File: src/rtl/id_inst_queue.sv
// id_inst_queue: fetch-to-decode instruction queue.
// A DEPTH-entry circular FIFO of {excepttype, pc, inst} between the I-cache
// return and the decode register. It lets fetch run ahead while decode stalls.
// Optional feature macro: ID_IQ_BYPASS_EN. When it is defined, an entry arriving
// at an empty queue is shown to decode in the same cycle.
module id_inst_queue #(
    parameter int DEPTH  = 4,
    parameter int PC_W   = 32,
    parameter int INST_W = 32,
    parameter int EXC_W  = 32
) (
    input  logic                       clk,
    input  logic                       rst,
    input  logic                       flush,
    input  logic                       br_kill,
    input  logic                       in_valid,
    output logic                       in_ready,
    input  logic [PC_W-1:0]            in_pc,
    input  logic [INST_W-1:0]          in_inst,
    input  logic [EXC_W-1:0]           in_excepttype,
    output logic                       out_valid,
    input  logic                       out_ready,
    output logic [PC_W-1:0]            out_pc,
    output logic [INST_W-1:0]          out_inst,
    output logic [EXC_W-1:0]           out_excepttype,
    output logic [$clog2(DEPTH+1)-1:0] count
);

    localparam int PTR_W = $clog2(DEPTH);
    localparam int CNT_W = $clog2(DEPTH + 1);
    localparam logic [CNT_W-1:0] FULL_CNT = CNT_W'(DEPTH);

    logic [PC_W-1:0]   mem_pc   [DEPTH];
    logic [INST_W-1:0] mem_inst [DEPTH];
    logic [EXC_W-1:0]  mem_exc  [DEPTH];

    logic [PTR_W-1:0] wr_ptr;
    logic [PTR_W-1:0] rd_ptr;

    logic head_valid;
    logic byp;
    logic push;
    logic pop;
    logic wr_en;
    logic rd_en;

    // count is held apart from the pointers, so full and empty are never ambiguous
    assign head_valid = (count != '0);
    assign in_ready   = (count != FULL_CNT);

`ifdef ID_IQ_BYPASS_EN
    // Flush and br_kill do not gate this path. They only cancel the write.
    assign byp = (count == '0) & in_valid;
`else
    assign byp = 1'b0;
`endif

    assign out_valid = head_valid | byp;
    assign push      = in_valid & in_ready;
    assign pop       = out_valid & out_ready;
    // A bypassed entry that decode takes at once is never written.
    assign wr_en     = push & ~(byp & out_ready);
    assign rd_en     = pop & head_valid;

    // Head entry, or the bypassed input, or a bubble (all zero) when nothing is valid.
    always_comb begin
        out_pc         = '0;
        out_inst       = '0;
        out_excepttype = '0;
        if (head_valid) begin
            out_pc         = mem_pc[rd_ptr];
            out_inst       = mem_inst[rd_ptr];
            out_excepttype = mem_exc[rd_ptr];
        end else if (byp) begin
            out_pc         = in_pc;
            out_inst       = in_inst;
            out_excepttype = in_excepttype;
        end
    end

    // Storage write. Stale contents are harmless because the pointers and count define validity.
    always_ff @(posedge clk) begin
        if (wr_en) begin
            mem_pc[wr_ptr]   <= in_pc;
            mem_inst[wr_ptr] <= in_inst;
            mem_exc[wr_ptr]  <= in_excepttype;
        end
    end

    // Pointer and occupancy update. Priority is rst, then flush or br_kill, then push/pop.
    always_ff @(posedge clk) begin
        if (rst) begin
            wr_ptr <= '0;
            rd_ptr <= '0;
            count  <= '0;
        end else if (flush | br_kill) begin
            wr_ptr <= '0;
            rd_ptr <= '0;
            count  <= '0;
        end else begin
            if (wr_en) wr_ptr <= wr_ptr + PTR_W'(1);
            if (rd_en) rd_ptr <= rd_ptr + PTR_W'(1);
            case ({wr_en, rd_en})
                2'b10:   count <= count + CNT_W'(1);
                2'b01:   count <= count - CNT_W'(1);
                default: count <= count;
            endcase
        end
    end

endmodule

File: config.mk
export PLATFORM = sky130hd
export DESIGN_NAME = id_inst_queue
export DESIGN_NICKNAME = d
export VERILOG_FILES = /design/src/rtl/id_inst_queue.sv
export SDC_FILE = /design/constraint.sdc
export NUM_CORES = 1
export LEC_CHECK = 0
export BUFFER_PORTS_ARGS = -buffer_cell sky130_fd_sc_hd__clkbuf_2
export CAP_MARGIN = 0
export CORE_MARGIN = 1.5
export CORE_UTILIZATION = 50
export CTS_CLUSTER_DIAMETER = 40
export DETAILED_ROUTE_END_ITERATION = 10
export PLACE_DENSITY_LB_ADDON = 0.15
export REMOVE_ABC_BUFFERS = 1
export SLEW_MARGIN = 40
export SYNTH_ARGS = -nofsm -noshare
export SYNTH_HDL_FRONTEND = slang
export SYNTH_SLANG_ARGS = --single-unit
export TNS_END_PERCENT = 5
File: constraint.sdc
create_clock -name clk -period 6.8 [get_ports clk]
set_input_delay 0.68 -clock clk [delete_from_list [all_inputs] [get_ports clk]]
set_output_delay 0.68 -clock clk [all_outputs]
set_load 0.01 [all_outputs]
==> results of run 1 <==
## where the power goes
group | total, mW | switching, mW | leakage (nW) | internal (mW)
Combinational | 0.164 | 0.0895 | 1.83 | 0.0740
Sequential | 2.72 | 0.0116 | 3.60 | 2.71
Clock | 2.45 | 0.913 | 0.753 | 1.53
## Yosys cell counts, types with 5 or more instances
master / instances / area share
clkbuf_1: 17 / 0.0043
buf_2: 11 / 0.0037
buf_6: 5 / 0.0038
inv_1: 6 / 0.0015
ha_1: 5 / 0.0042
mux4_2: 96 / 0.14
edfxtp_1: 384 / 0.77
and2_1: 96 / 0.040
nor2_1: 6 / 0.0015
dfxtp_1: 9 / 0.012
## through the flow
| step | setup slack (ns) | std cells | total power [mW] | instance area, sq um |
|---|---|---|---|---|
| floorplan | 1.27 | 628 | 2.85 | 14800 |
| global placement | 3.64 | 1228 | 2.92 | 16400 |
| detailed placement | 3.61 | 1229 | 2.94 | 16400 |
| CTS | 3.05 | 1311 | 5.39 | 17900 |
| global route | 3.04 | 1311 | 5.49 | 17900 |
| finish | 3.27 | 1311 | 5.33 | 17900 |
## layout make-up
type                    instances  area [sq um]
fillers                      2149         11600
flip-flops and latches        393         11700
repair buffers                211          1110
clock inverters                29           312
multi-input cells             229          3050
clock buffers                  53          1240
inverters                       6          22.5
well taps                     390           488
## worst paths after layout
| check | slack (ns) | endpoint | cells past startpoint | start |
|---|---|---|---|---|
| setup / recovery | 3.27 | out_excepttype[26] | 4 | register |
| hold / removal | 0.37 | mem_inst[1][22] | 1 | in_inst[22] |
| setup reg to reg | 4.32 | count[2] | 8 | count[2] |
| hold reg to reg | 0.53 | wr_ptr[1] | 2 | wr_ptr[1] |
## metal layers
metal	part of all wire	wire, microns	vias up	global-route usage
met1	0.42	11900	3687	0.252
met2	0.50	14400	194	0.317
met5	0.00095	27	-	0
met4	0.021	593	4	0.0516
li1	-	-	3167	-
met3	0.057	1620	55	0.0448
## sequential cells by signal, summed over array words and instances, names as in the netlist, named ones only
name and cells:
mem_exc 128, count 3, rd_ptr 2, mem_pc 128, mem_inst 128, wr_ptr 2
## logic make-up (layout without fill, tap and decap cells)
logic type | after synthesis | after routing | share of synthesized area
compound gates | 6 | 6 | 0.00268
xor+xnor | 4 | 4 | 0.00234
fa+ha+maj | 6 | 6 | 0.00552
buf+inv | 41 | 299 | 0.0149
flops | 393 | 393 | 0.783
mux | 97 | 97 | 0.145
simple gates | 116 | 116 | 0.0469
## cell usage in the layout (no fill, tap or decap), types with 3 or more instances in the layout
cell        count
clkinv_1        7
and2_1         96
inv_1           6
clkinv_4        3
clkbuf_2      202
clkbuf_1        4
nand2_1         4
and3_4          4
xor2_1          4
dfxtp_1         7
clkinv_2        8
bufinv_16       6
ha_1            5
buf_6           6
clkbuf_16      49
mux4_2         96
edfxtp_1      384
nor2_1          6
clkinvlp_4      4
==> results.py, run 1 <==
metrics = {
    "outcome": {
        "outcome": "completed",
    },
    "global_routing": {
        "grt_max_degree": 98,
        "grt_pass1_vias": 7720,
        "grt_pass1_wl_microns": 44100,
        "antenna_found_initial": 4,
        "track_usage": 0.189,
        "grt_remaining_overflow": 0,
    },
    "worst_setup_path": {
        "crit_chain": "buf_4, mux4_2, and2_1, clkbuf_2",
        "endpoint_kind": "output pin",
        "crit_buf_inv": 2,
        "critPathSlowestCell": "dfxtp_4",
        "crit_family": "buffers and inverters",
        "start_kind": "register",
        "path_max_fanout": 30,
        "slowest_delay_ns": 0.74,
        "cp.arrival_ns": 2.85,
        "cp.required_ns": 6.12,
        "crit_type": "register to output pin",
    },
    "drt": {
        "wire_per_inst_microns": 21.8,
        "ant_nets": 0,
        "vias_per_cell": 5.42,
        "vias": 7107,
        "drt_first_pass_iters": 5,
        "drt-initial-drc-count": 518,
        "drt-total-wl_microns": 28500,
        "drc": 0,
    },
    "die": {
        "dieArea_sq_um": 31000,
        "core_area_sq_um": 29600,
        "ios": 203,
        "rows": 63,
        "die_w_microns": 176,
        "initial_core_util": 0.506,
        "die-height_microns": 176,
    },
    "min_path": {
        "hp-class": "primary input to register",
    },
    "synth": {
        "ys_seq_elements": 393,
        "async_reset_ff_frac": 0,
        "synth_cells": 663,
        "yosys_warnings": 0,
        "post_synth.cell_area_avg_sq_um": 22.6,
        "seq_area_frac_synth": 0.783,
        "synth_edf_count": 384,
        "synth-main-ff-cell": "edfxtp_1",
        "synth.distinct_cells": 26,
        "netlist_area_sq_um": 15000,
    },
    "clock_tree": {
        "cts_resized": 0,
        "cts_buffer_depth": 3,
        "cts_buffers": 47,
        "tritoncts": "yes",
        "clk_latency_ns": 0.52,
        "cts_hold_buf": 0,
        "path_clk_slew_ns": 0.06,
        "clock-sinks": 393,
        "cts_root_buf": "clkbuf_16",
        "cts_setup_buffers": 0,
        "htree_num_levels": 2,
    },
    "sta": {
        "rsz0062_at_grt": "false",
        "skew_ns": 0.0131,
        "period_needed_ns": 3.53,
        "holdWs_ns": 0.372,
        "relSlewSlack": 0.507,
        "setup_viol": 0,
        "hold_viol_final": 0,
        "fmax_mhz": 283,
        "drv_slew": 0,
        "finalCritPeriodShare": 0.519,
        "tightest_slew_ns": 0.739,
        "setup_tns_ns": 0,
    },
    "pwr": {
        "powerDensity_nw_per_um2": 297,
        "p_leak_nw": 6.18,
        "peakVddDrop_uv": 259,
    },
    "run": {
        "drv_cap": 0,
    },
    "placement": {
        "port_buffers": 202,
        "gp_congestion": 0.711,
        "hpwl_microns": 16600,
    },
    "layout": {
        "fin_nets": 996,
        "utilization": 0.607,
        "area_delta_synth_final_pct": 19.9,
        "drive_gt1_frac": 0.418,
        "n_antenna_cell": 0,
    },
}
Note: power is estimated with default switching activity, not from simulation.
==> run 2: changes to the inputs <==
==> constraint.sdc (replaced) <==
create_clock -name clk -period 3.25 [get_ports clk]
set_input_delay 0.325 -clock clk [delete_from_list [all_inputs] [get_ports clk]]
set_output_delay 0.325 -clock clk [all_outputs]
set_load 0.01 [all_outputs]
==> results.py, run 2 (synthesized netlist as in run 1, its figures left out) <==
metrics = {
    "layout": {
        "regArea_sq_um": 11700,
        "utilization": 0.629,
        "fin_nets": 1054,
        "final_common_cell": "edfxtp_1",
        "reg_top3": "mem_exc (128), mem_inst (128), mem_pc (128)",
        "multi_input_area_sq_um": 3050,
        "fill_cells": 2084,
        "drive_gt1_frac": 0.401,
        "final_cell_mix": "edfxtp_1, clkbuf_2, mux4_2, and2_1, dlygate4sd3_1",
        "area_delta_synth_final_pct": 24.3,
    },
    "sta": {
        "period_needed_ns": 2.81,
        "skew_ns": 0.0191,
        "setup_tns_ns": 0,
        "tightest_slew_ns": 0.731,
        "setup_viol": 0,
        "drv_slew": 0,
        "fmax_mhz": 356,
        "rsz0062_at_grt": "false",
        "finalCritPeriodShare": 0.865,
        "layout_setup_ws_ns": 0.438,
        "hold_viol_final": 0,
        "relSlewSlack": 0.513,
    },
    "run": {
        "drv_cap": 0,
    },
    "pwr": {
        "comb_power_share": 0.035,
        "p_total_mw": 11.3,
        "clkPwrFrac": 0.463,
        "p_seq_frac": 0.502,
        "power.internal_mw": 9.12,
        "peakVddDrop_uv": 407,
        "netSwitchingFraction": 0.197,
        "p_leak_nw": 6.46,
        "powerDensity_nw_per_um2": 610,
        "p_sw_mw": 2.23,
    },
    "placement": {
        "port_buffers": 202,
        "gp_congestion": 0.736,
        "hpwl_microns": 16800,
        "preCtsSetupSlack_ns": 0.823,
    },
    "clock_tree": {
        "cts_buffers": 49,
        "cts_root_buf": "clkbuf_16",
        "cts_resized": 0,
        "clock-sinks": 393,
        "cts_hold_buf": 48,
        "cts_setup_buffers": 0,
        "clk_latency_ns": 0.54,
        "path_clk_slew_ns": 0.06,
        "tritoncts": "yes",
        "cts_buffer_depth": 3,
        "htree_num_levels": 2,
    },
    "worst_setup_path": {
        "crit_type": "register to output pin",
        "endpoint_kind": "output pin",
        "start_kind": "register",
        "cp.arrival_ns": 2.49,
        "setup.worst_path.start": "count[2]",
        "r2r_start": "count[2]",
        "path_max_fanout": 62,
        "cp.required_ns": 2.92,
    },
    "die": {
        "rows": 63,
        "core_area_sq_um": 29600,
        "initial_core_util": 0.506,
        "die_w_microns": 176,
        "dieArea_sq_um": 31000,
        "ios": 203,
        "die-height_microns": 176,
    },
    "drt": {
        "wire_per_inst_microns": 21.1,
        "ant_nets": 0,
        "drc": 0,
        "vias_per_cell": 5.36,
        "drt-total-wl_microns": 29000,
        "drt_first_pass_iters": 4,
        "vias": 7368,
        "drt-initial-drc-count": 524,
    },
    "global_routing": {
        "grt_max_degree": 97,
        "grt_remaining_overflow": 0,
        "antenna_found_initial": 0,
        "grt_pass1_vias": 8052,
        "grt_pass1_wl_microns": 45300,
        "track_usage": 0.194,
    },
    "outcome": {
        "outcome": "completed",
    },
    "min_path": {
        "hp-class": "primary input to register",
        "hp-start": "in_excepttype[21]",
    },
}
-- run 2: path summary, 6_finish.rpt --
| kind | to | slack, ns | depth (start not counted) |
|---|---|---|---|
| min reg2reg | wr_ptr[1] | 0.51 | 2 |
| max reg2reg | count[2] | 0.79 | 8 |
| max | out_inst[29] | 0.44 | 4 |
| min | mem_exc[0][21] | 0.01 | 1 |
-- run 2: layout make-up --
cell class / count / area share
timing repair buffer: 267 / 0.0922
clock inverter: 34 / 0.0192
clock buffer: 54 / 0.0669
antenna: 1 / 0.000135
sequential: 393 / 0.630
tap: 390 / 0.0262
multi-input combinational: 229 / 0.164
inverter: 6 / 0.00121
-- run 2: routing by layer --
metal,track usage,wire length [microns],up-vias
met5,0,0,-
met4,0.0662,815,0
met3,0.0385,1500,65
met2,0.326,14800,203
met1,0.254,11900,3812
li1,-,-,3288
-- run 2: critical path: stages (launching register included) --
cell and delay, ns:
dfxtp_1 0.36, or3_2 0.85, buf_12 0.34, and2_1 0.21
clkbuf_2 0.14
-- run 2: power by group through the flow --
stage	sequential, mW	clock, mW	combinational, mW
detailed placement	5.80	0	0.351
finish	5.69	5.26	0.399
CTS	5.69	5.37	0.404
global placement	5.79	0	0.337
global route	5.70	5.58	0.436
floorplan	5.80	0	0.158
-- run 2: per-stage QoR --
stage	instance area [sq um]	hold WS (ns)	std cells
2_1_floorplan	14800	0.424	628
3_3_place_gp	16500	0.494	1235
3_5_place_dp	16500	0.499	1235
4_1_cts	18600	0.000160	1371
5_1_grt	18600	0.00751	1373
6_report	18600	0.0130	1374
